**src/rtl/seqdet_pkg.sv**
```systemverilog
// Shared defaults and encodings for the parametrised serial pattern detector.
// Also holds the elaboration-time pattern-width helper.
package seqdet_pkg;

  localparam int          SEQ_PAT_W   = 3;
  localparam logic [31:0] SEQ_PATTERN = 32'b001;
  localparam int          SEQ_CNT_W   = 8;

  localparam int SEQ_OVERLAP    = 1;
  localparam int SEQ_NONOVERLAP = 0;

  // True when no bit of p lies above the low w bits.
  function automatic bit pat_fits(input logic [31:0] p, input int w);
    if (w >= 32) return 1'b1;
    return (p >> w) == 32'd0;
  endfunction

endpackage

```
**src/rtl/seqdet_moore_param_if.sv**
```systemverilog
// Serial-in / detection-out bundle for seqdet_moore_param.
// The stream source is the master; the detector is the slave.
interface seqdet_moore_param_if #(
  parameter int CNT_W = seqdet_pkg::SEQ_CNT_W
) ();
  logic             clr;
  logic             en;
  logic             inp;
  logic             det;
  logic [CNT_W-1:0] match_cnt;
  logic             cnt_sat;

  modport master (output clr, en, inp, input det, match_cnt, cnt_sat);
  modport slave  (input clr, en, inp, output det, match_cnt, cnt_sat);
endinterface

```
**src/rtl/sat_counter.sv**
```systemverilog
// Saturating up-counter with synchronous clear and a registered all-ones flag.
// Async active-low reset.
module sat_counter #(
  parameter int W = 8
) (
  input  logic         clk,
  input  logic         rst,
  input  logic         clr,
  input  logic         inc,
  output logic [W-1:0] count,
  output logic         sat
);

  localparam logic [W-1:0] MAX   = {W{1'b1}};
  localparam logic [W-1:0] PRE_M = MAX - 1'b1;

  logic [W-1:0] count_q;
  logic         sat_q;

  // sat_q tracks count_q == MAX so it never needs a wide compare on the output path.
  always_ff @(posedge clk or negedge rst) begin
    if (!rst) begin
      count_q <= '0;
      sat_q   <= 1'b0;
    end else if (clr) begin
      count_q <= '0;
      sat_q   <= 1'b0;
    end else if (inc && !sat_q) begin
      count_q <= count_q + 1'b1;
      sat_q   <= (count_q == PRE_M);
    end
  end

  assign count = count_q;
  assign sat   = sat_q;

endmodule

```
**src/rtl/seqdet_moore_param.sv**
```systemverilog
// Moore detector for a PAT_W-bit pattern on an en-qualified serial stream,
// with optional overlap and a saturating match counter.
module seqdet_moore_param
  import seqdet_pkg::*;
#(
  parameter int          PAT_W   = SEQ_PAT_W,
  parameter logic [31:0] PATTERN = SEQ_PATTERN,
  parameter int          OVERLAP = SEQ_OVERLAP,
  parameter int          CNT_W   = SEQ_CNT_W
) (
  input logic                 clk,
  input logic                 rst,
  seqdet_moore_param_if.slave bus
);

  if (PAT_W < 2 || PAT_W > 32) begin : g_bad_w
    $fatal(1, "seqdet_moore_param: PAT_W=%0d outside 2..32", PAT_W);
  end
  if (!pat_fits(PATTERN, PAT_W)) begin : g_bad_pat
    $fatal(1, "seqdet_moore_param: PATTERN wider than PAT_W=%0d", PAT_W);
  end

  localparam int               FW   = $clog2(PAT_W + 1);
  localparam logic [FW-1:0]    FULL = FW'(PAT_W);
  localparam logic [PAT_W-1:0] PAT  = PATTERN[PAT_W-1:0];

  logic [PAT_W-1:0] hist_q, cand;
  logic [FW-1:0]    fill_q, fill_n;
  logic             det_q, hit;

  assign cand   = {hist_q[PAT_W-2:0], bus.inp};
  assign fill_n = (fill_q == FULL) ? FULL : fill_q + 1'b1;
  // fill gates the compare so a zero pattern cannot fire on the reset history.
  assign hit    = bus.en && !bus.clr && (fill_n == FULL) && (cand == PAT);

  always_ff @(posedge clk or negedge rst) begin
    if (!rst) begin
      hist_q <= '0;
      fill_q <= '0;
      det_q  <= 1'b0;
    end else if (bus.clr) begin
      hist_q <= '0;
      fill_q <= '0;
      det_q  <= 1'b0;
    end else if (bus.en) begin
      hist_q <= cand;
      det_q  <= hit;
      fill_q <= (hit && OVERLAP == SEQ_NONOVERLAP) ? '0 : fill_n;
    end else begin
      det_q  <= 1'b0;
    end
  end

  sat_counter #(.W(CNT_W)) u_cnt (
    .clk   (clk),
    .rst   (rst),
    .clr   (bus.clr),
    .inc   (hit),
    .count (bus.match_cnt),
    .sat   (bus.cnt_sat)
  );

  assign bus.det = det_q;

endmodule

```
**src/flat_wrapper.sv**
```systemverilog
// flat-port wrapper written by rule: the top's interface ports become plain ports
module seqdet_moore_param_flat import seqdet_pkg::*;
#(
  parameter int          PAT_W   = SEQ_PAT_W,
  parameter logic [31:0] PATTERN = SEQ_PATTERN,
  parameter int          OVERLAP = SEQ_OVERLAP,
  parameter int          CNT_W   = SEQ_CNT_W
)
  (clk, rst, bus_clr, bus_en, bus_inp, bus_det, bus_match_cnt, bus_cnt_sat);
  seqdet_moore_param_if #(.CNT_W(CNT_W)) bus_i ();
  input logic clk;
  input logic rst;
  input wire logic [$bits(bus_i.clr)-1:0] bus_clr;
  input wire logic [$bits(bus_i.en)-1:0] bus_en;
  input wire logic [$bits(bus_i.inp)-1:0] bus_inp;
  output wire logic [$bits(bus_i.det)-1:0] bus_det;
  output wire logic [$bits(bus_i.match_cnt)-1:0] bus_match_cnt;
  output wire logic [$bits(bus_i.cnt_sat)-1:0] bus_cnt_sat;
  assign bus_i.clr = bus_clr;
  assign bus_i.en = bus_en;
  assign bus_i.inp = bus_inp;
  assign bus_det = bus_i.det;
  assign bus_match_cnt = bus_i.match_cnt;
  assign bus_cnt_sat = bus_i.cnt_sat;
  seqdet_moore_param #(.PAT_W(PAT_W), .PATTERN(PATTERN), .OVERLAP(OVERLAP), .CNT_W(CNT_W)) u_core (.clk(clk), .rst(rst), .bus(bus_i));
endmodule
```
**config.mk**
```make
export PLATFORM = sky130hd
export DESIGN_NAME = seqdet_moore_param_flat
export DESIGN_NICKNAME = d
export VERILOG_FILES = /design/src/rtl/seqdet_pkg.sv /design/src/rtl/seqdet_moore_param_if.sv /design/src/rtl/sat_counter.sv /design/src/rtl/seqdet_moore_param.sv /design/src/flat_wrapper.sv
export SDC_FILE = /design/constraint.sdc
export NUM_CORES = 1
export LEC_CHECK = 0
export BUFFER_PORTS_ARGS = -buffer_cell sky130_fd_sc_hd__clkbuf_2
export CAP_MARGIN = 40
export CORE_ASPECT_RATIO = 1.1
export CORE_MARGIN = 2
export CORE_UTILIZATION = 45
export DETAILED_ROUTE_END_ITERATION = 16
export GPL_ROUTABILITY_DRIVEN = 0
export GPL_TIMING_DRIVEN = 0
export PLACE_DENSITY = 0.81
export SYNTH_ARGS = -nofsm -noshare
export SYNTH_HDL_FRONTEND = slang
export SYNTH_SLANG_ARGS = --single-unit
```
**constraint.sdc**
```tcl
create_clock -name clk -period 1.5 [get_ports clk]
set_input_delay 0.3 -clock clk [delete_from_list [all_inputs] [get_ports clk]]
set_output_delay 0.3 -clock clk [all_outputs]
set_load 0.02 [all_outputs]
```
### Word-level counts from Yosys, hierarchy flattened

Cells that the tools add are included.
Widths: inputs -> output; s select.

| storage, ports and cells | value |
|---|---|
| register bits after elaboration | 14 |
| word-level logic and storage cells | 30 |

| cells by class | value |
|---|---|
| $add $sub $neg | 2 |
| equal/unequal tests | 4 |
| reductions and logical operators | 8 |
| mux-type cells | 11 |

Operators with widths:

| operator | count |
|---|---|
| $mux 8 | 2 |
| $mux 2 | 5 |
| $add 8x1->8 const B | 1 |
| $eq 8x8->1 const B | 1 |
| $eq 2x2->1 const B | 2 |
| $logic_and 1x1->1 | 4 |
| $mux 1 | 4 |
| $reduce_bool 2->1 | 2 |
| $eq 3x1->1 const B | 1 |
| $add 2x1->2 const B | 1 |
| $logic_not 1->1 | 2 |

### Logic depth before layout (Yosys ltp)

Gate-level depths: netlist of the first run.

| logic depth | value |
|---|---|
| depth in word-level cells | 8 |
| mapped depth | 5 |

### Hierarchy

From an unflattened synthesis of the first run, not the netlist that was laid out.

| second synthesis, totals | value |
|---|---|
| cell total of the unflattened synthesis | 67 |
| area total of the unflattened synthesis | 700.7 µm² |

Modules (own cells, without submodules):

| module | cells each | area an instance (µm²) | instances |
|---|---|---|---|
| sat_counter | 49 | 493.0 | 1 |
| seqdet_moore_param | 18 | 207.7 | 1 |

### Worst setup path before layout of the first run

OpenSTA, ideal clock, no wires.

| timing | value |
|---|---|
| path type | reg-to-reg |
| from | register u_core.u_cnt.sat_q, in the netlist u_core.u_cnt.sat |
| to | register u_core.u_cnt.count_q[5], in the netlist u_core.u_cnt.count[5] |
| cell stages (with the launch flop) | 5 |
| slack | -0.149 ns |
| period minus slack after synthesis | 1.649 ns |
| arrival | 1.522 ns |
| cell sequence | dfrtp_1 -> or3b_1 -> buf_2 -> nor4_1 -> mux2_1 |

| on the way | value |
|---|---|
| longest elaborated chain between the ends | 3 |

Ends and longest elaborated chain:

| item | line | RTL |
|---|---|---|
| from (decl) | sat_counter.sv:18 | `logic sat_q;` |
| from (signal assigned) | sat_counter.sv:30 | `sat_q <= (count_q == PRE_M);` |
| $logic_not 1->1 | sat_counter.sv:28 | `end else if (inc && !sat_q) begin` |
| $logic_and 1x1->1 | sat_counter.sv:28 |  |
| $reduce_bool 2->1 (no line) | - |  |
| to (signal assigned) | sat_counter.sv:29 | `count_q <= count_q + 1'b1;` |
| to (decl) | sat_counter.sv:17 | `logic [W-1:0] count_q;` |

No other way between the ends.
A chain may end at the register's enable or synchronous reset.

### Worst setup path in the final report of the first run

| timing | value |
|---|---|
| from | register u_core.u_cnt.sat_q, in the netlist u_core.u_cnt.sat |
| to | register u_core.u_cnt.count_q[3], in the netlist u_core.u_cnt.count[3] |

The elaborated chain is that of the path after synthesis.

==> run summary, run 1 <==
Final setup viols: 3
CP Depth: 4
H-tree depth: 1
Internal Power: 514.7 uW
Clock net sink count: 14
Kind of path behind the tightest hold check: in -> reg
Wire length per cell: 15.00 um
Worst hold slack after final layout: 365.2 ps
Leakage Power: 0.4216 nW
Ranking of synthesized cells by area: sky130_fd_sc_hd__dfrtp_1 50%, sky130_fd_sc_hd__mux2i_1 4.3%, sky130_fd_sc_hd__nor2_1 4.3%
Vias in the first global route: 565
Largest delay share family, worst path: simple AND/OR/NAND/NOR gates
Setup repair after global routing missed its margin: true
Post-route clock skew: 9.533 ps
Cells along the critical path: or3b_1, buf_6, or4_4, a21oi_2
Starting utilization of the core area: 0.4642
Cell type contributing the most total cell area after synthesis: sky130_fd_sc_hd__dfrtp_1
Worst Slack Setup Final: -26.39 ps
Part of the power in the clock network: 0.344
Post-placement cell area: 812.0 um^2
Period Utilization, post-route: 1.018
Switching power: 181.9 uW
Delay contributed by the slowest stage of the critical path: 420 ps
Count of input and output buffers: 13
Width of the die: 41.76 um
Maximum number of pins on one net before global-route repair: 15
Required time worst endpoint: 1730 ps
Worst Max-Slew Pin Slew: 433.4 ps
Type of element capturing the critical path: flip-flop
Worst slew slack as a fraction of its limit: 0.7111
Count of unresolved DRC violations after routing: 0
Number of slew-limit violations in the final report: 0
Number of vias after detailed routing: 622
Combined buffer and inverter count along the critical path: 1
Detailed placer's ending HPWL: 1053 um
Number of standard cells after synthesis: 69
Total CTS buffers: 3
Met3 GRT Util: 0.05159
Antenna violations before repair: 0
Number of hold-slack violations in the final timing report: 0
Max-Cap Viols: 0
Met1 layer usage reported by global route: 0.2247
Total chip power: 696.5 uW
Violations in the final reports: setup timing
Logic depth of the worst register-to-register path: 4
Data arrival time of the critical path: 1760 ps
Syn Std Cell Area: 705.7 um^2
Kind of critical path: reg -> reg
Sequential cell area fraction in the yosys report: 0.4965
Peak clock frequency supported by timing: 0.6551 GHz
Number of I/O pins: 15
Avg Vias per Cell: 5.868
Setup TNS Final: -52.99 ps
Hold Crit Depth: 3
Most common library cell in the layout ignoring fill and taps: sky130_fd_sc_hd__clkbuf_2
Slowest CP cell: sky130_fd_sc_hd__or4_4
Status: finished with violations
Clock Latency Late Sink: 290 ps
Total congestion overflow: 0
Gr usage total: 0.1857
Final min period: 1526 ps
Post-Place Setup Slack: -155.4 ps
Sequential share of power: 0.562
Number of warning messages in the yosys log: 0
Buffer depth of the longest clock path: 2
Post-Route Utilization: 0.6247
Yosys cell types: 27
Finished Cell Area: 949.7 um^2
Iter 0 DRT Violations: 9
Met2 Track Usage GR: 0.3156
Commonest cells after routing, fill and taps aside: 13 x sky130_fd_sc_hd__clkbuf_2, 11 x sky130_fd_sc_hd__dfrtp_1, 8 x sky130_fd_sc_hd__nor2_1
Top-area cell type share of the netlist area: 0.4965
Synthesis-to-layout area growth: 34.57%
Synthesis-stage register bit count: 14
Maximum VDD drop: 531.4 uV
Number of inserted diodes: 0
Standard-cell rows: 15
Switching fraction of total power: 0.2611
CTS tree: done
Clock slew at reported path FFs: 90 ps
Relative contribution of combinational cells to total power: 0.094
Wire length of the first global-routing pass: 2601 um
Core Box Area: 1520 um^2
Area enclosed by the die boundary: 1901 um^2
First-pass DRT Iterations: 4
Net count of the mapped netlist: 76
Final non-filler cell total: 106
GRT Max-Usage Layer: met2
Maximum fanout along the worst path: 7
Height of the die: 45.54 um
Total wire length: 1590 um
# nets final: 97
Number of placed cells counting well taps: 99
Ratio of cells with drive above 1 in the final layout: 0.3820
Clock root buffer master: sky130_fd_sc_hd__clkbuf_4
Setup crit start kind: flip-flop
Power density of the placed cells: 733.5 nW/um^2
Number of nets with antenna violations after detailed routing: 0
Syn avg cell area: 10.23 um^2
## power by group through the flow
| stage | Clock [mW] | Sequential (mW) | Combinational, mW |
|---|---|---|---|
| final | 0.239 | 0.391 | 0.0658 |
| after global routing | 0.262 | 0.393 | 0.0738 |
| after CTS | 0.240 | 0.391 | 0.0629 |
| after detailed placement | 0 | 0.398 | 0.0532 |
| after global placement | 0 | 0.397 | 0.0510 |
| after floorplan | 0 | 0.398 | 0.0323 |
## worst reg2reg max path, stage by stage, from the launching register on
cell	delay, ps
sky130_fd_sc_hd__dfrtp_2	410
sky130_fd_sc_hd__or3b_1	360
sky130_fd_sc_hd__buf_6	150
sky130_fd_sc_hd__or4_4	420
sky130_fd_sc_hd__a21oi_2	120
## what timing repair did
item,in CTS,in global routing
hold endpoints to repair,14,0
pin swaps,3,1
setup endpoints to repair,6,6
hold buffers,1,0
buffers inserted,2,0
resized for setup,8,10
## final timing paths
path,from,endpoint,slack (ps)
setup / recovery,u_core.u_cnt.sat$_DFFE_PN0P_,u_core.u_cnt.count[3]$_DFFE_PN0P_,-30
hold / removal,bus_inp,u_core.hist_q[0]$_DFFE_PN0P_,370
setup reg to reg,u_core.u_cnt.sat$_DFFE_PN0P_,u_core.u_cnt.count[3]$_DFFE_PN0P_,-30
hold reg to reg,u_core.u_cnt.count[0]$_DFFE_PN0P_,u_core.u_cnt.count[0]$_DFFE_PN0P_,560
max in group asynchronous,rst,u_core.u_cnt.sat$_DFFE_PN0P_,800
min in group asynchronous,rst,u_core.bus.det$_DFF_PN0_,430
## flip-flops by register name (all words and copies together) (netlist names)
name,count
u_core.hist_q,2
u_core.bus.det,1
u_core.u_cnt.count,8
u_core.fill_q,2
u_core.u_cnt.sat,1
## logic make-up (layout without fill, tap and decap cells)
group,after synthesis,after routing,synth area share
adder cells (fa/ha/maj),2,2,0.03546
AO/OA/AOI/OAI,13,13,0.1241
buffers and inverters,6,26,0.03547
flip-flops,14,14,0.4965
AND/OR/NAND/NOR,29,29,0.2341
multiplexers,5,5,0.07447
## cell type report
| class | instances | area [um^2] |
|---|---|---|
| Buffer | 4 | 35.03 |
| Clock buffer | 4 | 26.28 |
| Fill cell | 125 | 570.5 |
| Inverter | 2 | 7.507 |
| Multi-Input combinational cell | 49 | 415.4 |
| Sequential cell | 14 | 354.1 |
| Tap cell | 17 | 21.27 |
| Timing Repair Buffer | 16 | 90.09 |
## Yosys cell counts
cell / number
sky130_fd_sc_hd__a21oi_1: 3
sky130_fd_sc_hd__buf_2: 2
sky130_fd_sc_hd__clkbuf_1: 2
sky130_fd_sc_hd__dfrtp_1: 14
sky130_fd_sc_hd__ha_1: 2
sky130_fd_sc_hd__inv_1: 2
sky130_fd_sc_hd__mux2_1: 2
sky130_fd_sc_hd__mux2i_1: 3
sky130_fd_sc_hd__nand2_1: 3
sky130_fd_sc_hd__nand3_1: 2
sky130_fd_sc_hd__nand4_1: 3
sky130_fd_sc_hd__nand4bb_1: 2
sky130_fd_sc_hd__nor2_1: 8
sky130_fd_sc_hd__nor2b_1: 2
sky130_fd_sc_hd__nor3_1: 1
sky130_fd_sc_hd__nor4_1: 3
sky130_fd_sc_hd__o211ai_1: 1
sky130_fd_sc_hd__o21a_1: 1
sky130_fd_sc_hd__o21ai_0: 3
sky130_fd_sc_hd__o311ai_0: 2
sky130_fd_sc_hd__o31ai_1: 1
sky130_fd_sc_hd__o41ai_1: 2
sky130_fd_sc_hd__or2_2: 1
sky130_fd_sc_hd__or2b_1: 1
sky130_fd_sc_hd__or3_1: 1
sky130_fd_sc_hd__or3b_1: 1
sky130_fd_sc_hd__or4_1: 1
## layer usage
metal | up-vias | routed length [um]
li1 | 297 | -
met1 | 304 | 715
met2 | 19 | 783
met3 | 2 | 73
met4 | 0 | 19
met5 | - | 0
Note: power is estimated with default switching activity, not from simulation.
==> inputs of run 2 (changes only) <==
--- a/config.mk
+++ b/config.mk
@@ -13,7 +13,8 @@
 export DETAILED_ROUTE_END_ITERATION = 16
 export GPL_ROUTABILITY_DRIVEN = 0
 export GPL_TIMING_DRIVEN = 0
-export PLACE_DENSITY = 0.81
+export PLACE_DENSITY = 0.79
+export SETUP_SLACK_MARGIN = 0.4
 export SYNTH_ARGS = -nofsm -noshare
 export SYNTH_HDL_FRONTEND = slang
 export SYNTH_SLANG_ARGS = --single-unit
==> constraint.sdc (replaced) <==
create_clock -name clk -period 1.6 [get_ports clk]
set_input_delay 0.32 -clock clk [delete_from_list [all_inputs] [get_ports clk]]
set_output_delay 0.32 -clock clk [all_outputs]
set_load 0.02 [all_outputs]
==> run 2 against run 1 <==
The flow now finishes without violations. First-iteration DRC count up 67%. Cell count up 11%. Cell area up 24%. Setup slack better by 69 ps. Power down 5.7%. Die area unchanged. Via count up 6.9%. Largest cell class unchanged.
==> run summary, run 2 (synthesized netlist as in run 1, its figures left out) <==
Origin of the critical flop-to-flop path: u_core.u_cnt.sat$_DFFE_PN0P_
Clock slew at reported path FFs: 90 ps
Switching fraction of total power: 0.2471
Internal Power: 494.4 uW
Total congestion overflow: 0
Buffer depth of the longest clock path: 2
Setup repair after global routing missed its margin: true
Kind of critical path: reg -> reg
Number of hold-slack violations in the final timing report: 0
Worst hold slack after final layout: 371.2 ps
Worst Max-Slew Pin Slew: 427.4 ps
Final non-filler cell total: 118
Switching power: 162.2 uW
Maximum fanout along the worst path: 5
Cells along the critical path: or3b_4, buf_6, or4_4, a21oi_2
Slowest CP cell: sky130_fd_sc_hd__dfrtp_2
Logic depth of the worst register-to-register path: 4
Max-Cap Viols: 0
Vias in the first global route: 626
Hold Startpoint: bus_en
Number of inserted diodes: 0
Status: complete, no violations
Starting utilization of the core area: 0.4642
# nets final: 109
H-tree depth: 1
Largest delay share family, worst path: simple AND/OR/NAND/NOR gates
Number of slew-limit violations in the final report: 0
CTS tree: done
Period Utilization, post-route: 0.9732
Commonest cells after routing, fill and taps aside: 11 x sky130_fd_sc_hd__buf_4, 9 x sky130_fd_sc_hd__buf_6, 9 x sky130_fd_sc_hd__dfrtp_1
Relative contribution of combinational cells to total power: 0.122
Antenna violations before repair: 0
Clock Latency Late Sink: 280 ps
Delay contributed by the slowest stage of the critical path: 410 ps
Total chip power: 656.7 uW
Endpoint of the worst hold-timing path: u_core.fill_q[1]$_DFFE_PN0P_
Kind of path behind the tightest hold check: in -> reg
Combined buffer and inverter count along the critical path: 1
Setup TNS Final: 0 ps
Power density of the placed cells: 557.2 nW/um^2
Capture point of the worst reg-to-reg path: u_core.u_cnt.count[3]$_DFFE_PN0P_
First-pass DRT Iterations: 6
Final setup viols: 0
Synthesis-to-layout area growth: 67.02%
Part of the power in the clock network: 0.318
Gr usage total: 0.2114
Leakage Power: 0.5081 nW
Height of the die: 45.54 um
Total wire length: 1982 um
Worst slew slack as a fraction of its limit: 0.7150
Clock net sink count: 14
Setup crit start kind: flip-flop
Sequential share of power: 0.560
Ratio of cells with drive above 1 in the final layout: 0.5743
Count of unresolved DRC violations after routing: 0
Maximum VDD drop: 476.1 uV
Avg Vias per Cell: 5.636
Hold Crit Depth: 3
Slack of the worst reg-to-reg path: 40 ps
Count of input and output buffers: 13
Iter 0 DRT Violations: 15
Final min period: 1557 ps
Number of placed cells counting well taps: 99
Number of I/O pins: 15
Data arrival time of the critical path: 1760 ps
Flip-flop count of the largest register, all copies and words added: 8
Standard-cell rows: 15
Total CTS buffers: 3
Width of the die: 41.76 um
Type of element capturing the critical path: flip-flop
Core Box Area: 1520 um^2
Peak clock frequency supported by timing: 0.6422 GHz
Number of vias after detailed routing: 665
Area enclosed by the die boundary: 1901 um^2
Wire length per cell: 16.80 um
Most common library cell in the layout ignoring fill and taps: sky130_fd_sc_hd__buf_4
Detailed placer's ending HPWL: 1049 um
Post-route clock skew: 6.051 ps
Required time worst endpoint: 1800 ps
Number of nets with antenna violations after detailed routing: 0
Wire length of the first global-routing pass: 2918 um
Finished Cell Area: 1179 um^2
Clock root buffer master: sky130_fd_sc_hd__clkbuf_4
Maximum number of pins on one net before global-route repair: 15
Number of fill cells: 95
Post-placement cell area: 855.8 um^2
run 2: per-layer routing:
layer  GRT usage  vias to the layer above  part of all wire
met5           0                        -                 0
met4      0.1290                        0            0.0045
met3     0.03571                        2             0.032
met2      0.3219                       19              0.52
met1      0.2846                      323              0.45
li1            -                      321                 -
run 2: per-stage QoR:
stage | worst slack (ps) | utilization
after floorplan | 43.84 | -
after global placement | 32.86 | 0.5630
after detailed placement | 16.53 | 0.5630
after CTS | 31.35 | 0.6914
after global routing | -12.00 | 0.7753
final | 42.88 | 0.7753
run 2: how the worst max path moves through the flow:
stage	start	to	slack, ps	depth (start not counted)
CTS	u_core.hist_q[1]$_DFFE_PN0P_	u_core.u_cnt.count[3]$_DFFE_PN0P_	30	4
global route	u_core.u_cnt.sat$_DFFE_PN0P_	u_core.u_cnt.count[3]$_DFFE_PN0P_	-10	4
detailed placement	bus_inp	u_core.u_cnt.count[7]$_DFFE_PN0P_	20	5
global placement	bus_inp	u_core.u_cnt.count[7]$_DFFE_PN0P_	30	5
finish	u_core.u_cnt.sat$_DFFE_PN0P_	u_core.u_cnt.count[3]$_DFFE_PN0P_	40	4
floorplan	u_core.u_cnt.sat$_DFFE_PN0P_	u_core.u_cnt.count[5]$_DFFE_PN0P_	40	4
run 2: worst reg2reg max path, delay by kind of cell, from the launching register on:
family,cells,cell delay [ps]
flops,1,410
simple gates,2,800
compound gates,1,130
buf+inv,1,140
run 2: repair_timing:
| item | in CTS | in global routing |
|---|---|---|
| hold buffers | 1 | 0 |
| endpoints found under the setup margin | 16 | 19 |
| pin swaps | 9 | 5 |
| gates cloned | 1 | 0 |
| buffers inserted | 8 | 5 |
| hold endpoints to repair | 14 | 0 |
| gates resized for setup | 20 | 29 |
run 2: area by class of cell:
cell class | count | area (um^2) | area share
inverters | 2 | 7.507 | 0.006369
clock buffers | 4 | 26.28 | 0.02229
multi-input cells | 49 | 490.5 | 0.4161
flip-flops and latches | 14 | 356.6 | 0.3025
repair buffers | 28 | 240.2 | 0.2038
plain buffers | 4 | 36.28 | 0.03079
well taps | 17 | 21.27 | 0.01805
run 2: power groups by stage:
stage / Clock, mW / Combinational, mW / Sequential, mW
final: 0.209 / 0.0804 / 0.367
after global routing: 0.234 / 0.0887 / 0.368
after detailed placement: 0 / 0.0545 / 0.375
after floorplan: 0 / 0.0350 / 0.374
after CTS: 0.216 / 0.0697 / 0.367
after global placement: 0 / 0.0531 / 0.374
==> inputs of run 3 (changes only) <==
--- a/config.mk
+++ b/config.mk
@@ -7,14 +7,17 @@
 export LEC_CHECK = 0
 export BUFFER_PORTS_ARGS = -buffer_cell sky130_fd_sc_hd__clkbuf_2
 export CAP_MARGIN = 40
+export CELL_PAD_IN_SITES_DETAIL_PLACEMENT = 0
+export CELL_PAD_IN_SITES_GLOBAL_PLACEMENT = 1
 export CORE_ASPECT_RATIO = 1.1
 export CORE_MARGIN = 2
-export CORE_UTILIZATION = 45
+export CORE_UTILIZATION = 39
 export DETAILED_ROUTE_END_ITERATION = 16
 export GPL_ROUTABILITY_DRIVEN = 0
 export GPL_TIMING_DRIVEN = 0
-export PLACE_DENSITY = 0.79
+export PLACE_DENSITY = 0.86
 export SETUP_SLACK_MARGIN = 0.4
+export SLEW_MARGIN = 30
 export SYNTH_ARGS = -nofsm -noshare
 export SYNTH_HDL_FRONTEND = slang
 export SYNTH_SLANG_ARGS = --single-unit
==> run 3 against run 2 <==
Combinational power fell by 3.6%. Cell count rose by 0.85%. Die area rose by 14%. Clock power rose by 24%. Cell area fell by 2.1%. Critical endpoint unchanged. First-iteration DRC count fell by 20%. Routed wire length rose by 3.5%. Clock skew fell by 3.9 ps.
==> run summary, run 3 (synthesized netlist as in run 1, its figures left out) <==
Leakage Power: 0.5085 nW
Clock Latency Late Sink: 280 ps
CTS tree: done
Commonest cells after routing, fill and taps aside: 11 x sky130_fd_sc_hd__buf_4, 9 x sky130_fd_sc_hd__clkbuf_2, 9 x sky130_fd_sc_hd__dfrtp_1
Wire length of the first global-routing pass: 3105 um
Switching fraction of total power: 0.2414
Width of the die: 44.56 um
Maximum VDD drop: 416.4 uV
Top routing layer used: met3
Detailed placer's ending HPWL: 1103 um
Count of unresolved DRC violations after routing: 0
Post-placement cell area: 857.1 um^2
Standard-cell rows: 16
Starting utilization of the core area: 0.4052
Sequential share of power: 0.522
Type of element capturing the critical path: flip-flop
Number of inserted diodes: 0
Clock net sink count: 14
H-tree depth: 1
Number of placed cells counting well taps: 100
Kind of path behind the tightest hold check: in -> reg
First-pass DRT Iterations: 4
Avg Vias per Cell: 5.866
Iter 0 DRT Violations: 12
Final setup viols: 0
Clock slew at reported path FFs: 90 ps
Detailed-routing wirelength on met1: 880 um
Count of input and output buffers: 13
Part of the power in the clock network: 0.368
Worst Slack Setup Final: 38.79 ps
Detailed-routed wire length on met2: 1067 um
Power density of the placed cells: 609.1 nW/um^2
Period Utilization, post-route: 0.9758
Gr usage total: 0.1949
Vias in the first global route: 645
Number of slew-limit violations in the final report: 0
Max-Cap Viols: 0
Total congestion overflow: 0
Data arrival time of the critical path: 1770 ps
Internal Power: 533.0 uW
Worst slew slack as a fraction of its limit: 0.7055
Area occupied by multi-input gates: 476.7 um^2
Finished Cell Area: 1154 um^2
Setup crit start kind: flip-flop
Slowest CP cell: sky130_fd_sc_hd__dfrtp_2
Setup repair after global routing missed its margin: true
Number of I/O pins: 15
Antenna violations before repair: 0
Worst Max-Slew Pin Slew: 441.7 ps
Buffer depth of the longest clock path: 2
Relative contribution of combinational cells to total power: 0.110
Total wire length: 2051 um
Number of fill cells: 136
Synthesis-to-layout area growth: 63.48%
Most common library cell in the layout ignoring fill and taps: sky130_fd_sc_hd__buf_4
Kind of critical path: reg -> reg
Maximum number of pins on one net before global-route repair: 15
Switching power: 169.6 uW
Post-route clock skew: 2.140 ps
Clock root buffer master: sky130_fd_sc_hd__clkbuf_4
Number of hold-slack violations in the final timing report: 0
Logic depth of the worst register-to-register path: 4
Core Box Area: 1742 um^2
Ratio of cells with drive above 1 in the final layout: 0.5446
Total chip power: 702.6 uW
Total CTS buffers: 3
Sequential cell area: 356.6 um^2
Wire length per cell: 17.24 um
Maximum fanout along the worst path: 6
Final non-filler cell total: 119
Final min period: 1561 ps
# nets final: 109
Delay contributed by the slowest stage of the critical path: 410 ps
Flip-flop count of the largest register, all copies and words added: 8
Area enclosed by the die boundary: 2166 um^2
Peak clock frequency supported by timing: 0.6405 GHz
Setup TNS Final: 0 ps
Number of vias after detailed routing: 698
Cells along the critical path: or3b_4, buf_6, or4_4, a21oi_2
Hold Crit Depth: 3
Height of the die: 48.62 um
Post-Place Setup Slack: 25.72 ps
Required time worst endpoint: 1810 ps
Total met3 wirelength after detailed routing: 103 um
Number of nets with antenna violations after detailed routing: 0
Status: complete, no violations
run 3: cell count changes in the layout (fill, tap and decap cells not counted), sizes merged:
cell / before / now
buf: 23 / 20
clkbuf: 12 / 15
run 3: final timing paths:
kind	end	from	slack, ps
worst max-delay path	u_core.u_cnt.count[3]$_DFFE_PN0P_	u_core.u_cnt.sat$_DFFE_PN0P_	40
worst min-delay path	u_core.fill_q[1]$_DFFE_PN0P_	bus_en	360
worst max register to register	u_core.u_cnt.count[3]$_DFFE_PN0P_	u_core.u_cnt.sat$_DFFE_PN0P_	40
worst min register to register	u_core.fill_q[1]$_DFFE_PN0P_	u_core.fill_q[0]$_DFFE_PN0P_	570
max in group asynchronous	u_core.u_cnt.count[1]$_DFFE_PN0P_	rst	850
min in group asynchronous	u_core.hist_q[1]$_DFFE_PN0P_	rst	480
run 3: cell type report:
| type | count | area share |
|---|---|---|
| multi-input cells | 49 | 0.4132 |
| inverters | 2 | 0.006508 |
| flip-flops and latches | 14 | 0.3091 |
| plain buffers | 4 | 0.03254 |
| repair buffers | 28 | 0.1876 |
| well taps | 18 | 0.01952 |
| clock buffers | 4 | 0.03145 |
run 3: per-stage QoR:
| stage | utilization | hold WS (ps) |
|---|---|---|
| after floorplan | - | 24.41 |
| after global placement | 0.4921 | 241.3 |
| after detailed placement | 0.4921 | 243.5 |
| after CTS | 0.5876 | 361.6 |
| after global routing | 0.6624 | 368.9 |
| final | 0.6624 | 361.8 |
run 3: timing repair:
action,in CTS,in global routing
endpoints found under the setup margin,16,18
resized for setup,8,29
cloned,1,0
endpoints found under the hold margin,14,0
setup buffers,8,5
pin swaps,2,4
hold buffers,1,0
run 3: power by group through the flow:
stage          sequential [mW]  combinational, mW  clock, mW
2_1_floorplan            0.374             0.0350          0
3_3_place_gp             0.374             0.0540          0
3_5_place_dp             0.375             0.0548          0
4_1_cts                  0.367             0.0688      0.259
5_1_grt                  0.368             0.0868      0.275
6_report                 0.367             0.0775      0.259
run 3: worst max-delay path, delay by kind of cell (launching register included):
family	cells	cell delay (ps)
buffers and inverters	1	150
and+or+nand+nor	2	800
DFF	1	410
AOI/OAI and AO/OA	1	130
run 3: per-layer routing:
layer | vias to the layer above | GRT usage
li1 | 322 | -
met1 | 347 | 0.2864
met2 | 29 | 0.2874
met3 | 0 | 0.03358
met4 | 0 | 0.06061
met5 | - | 0
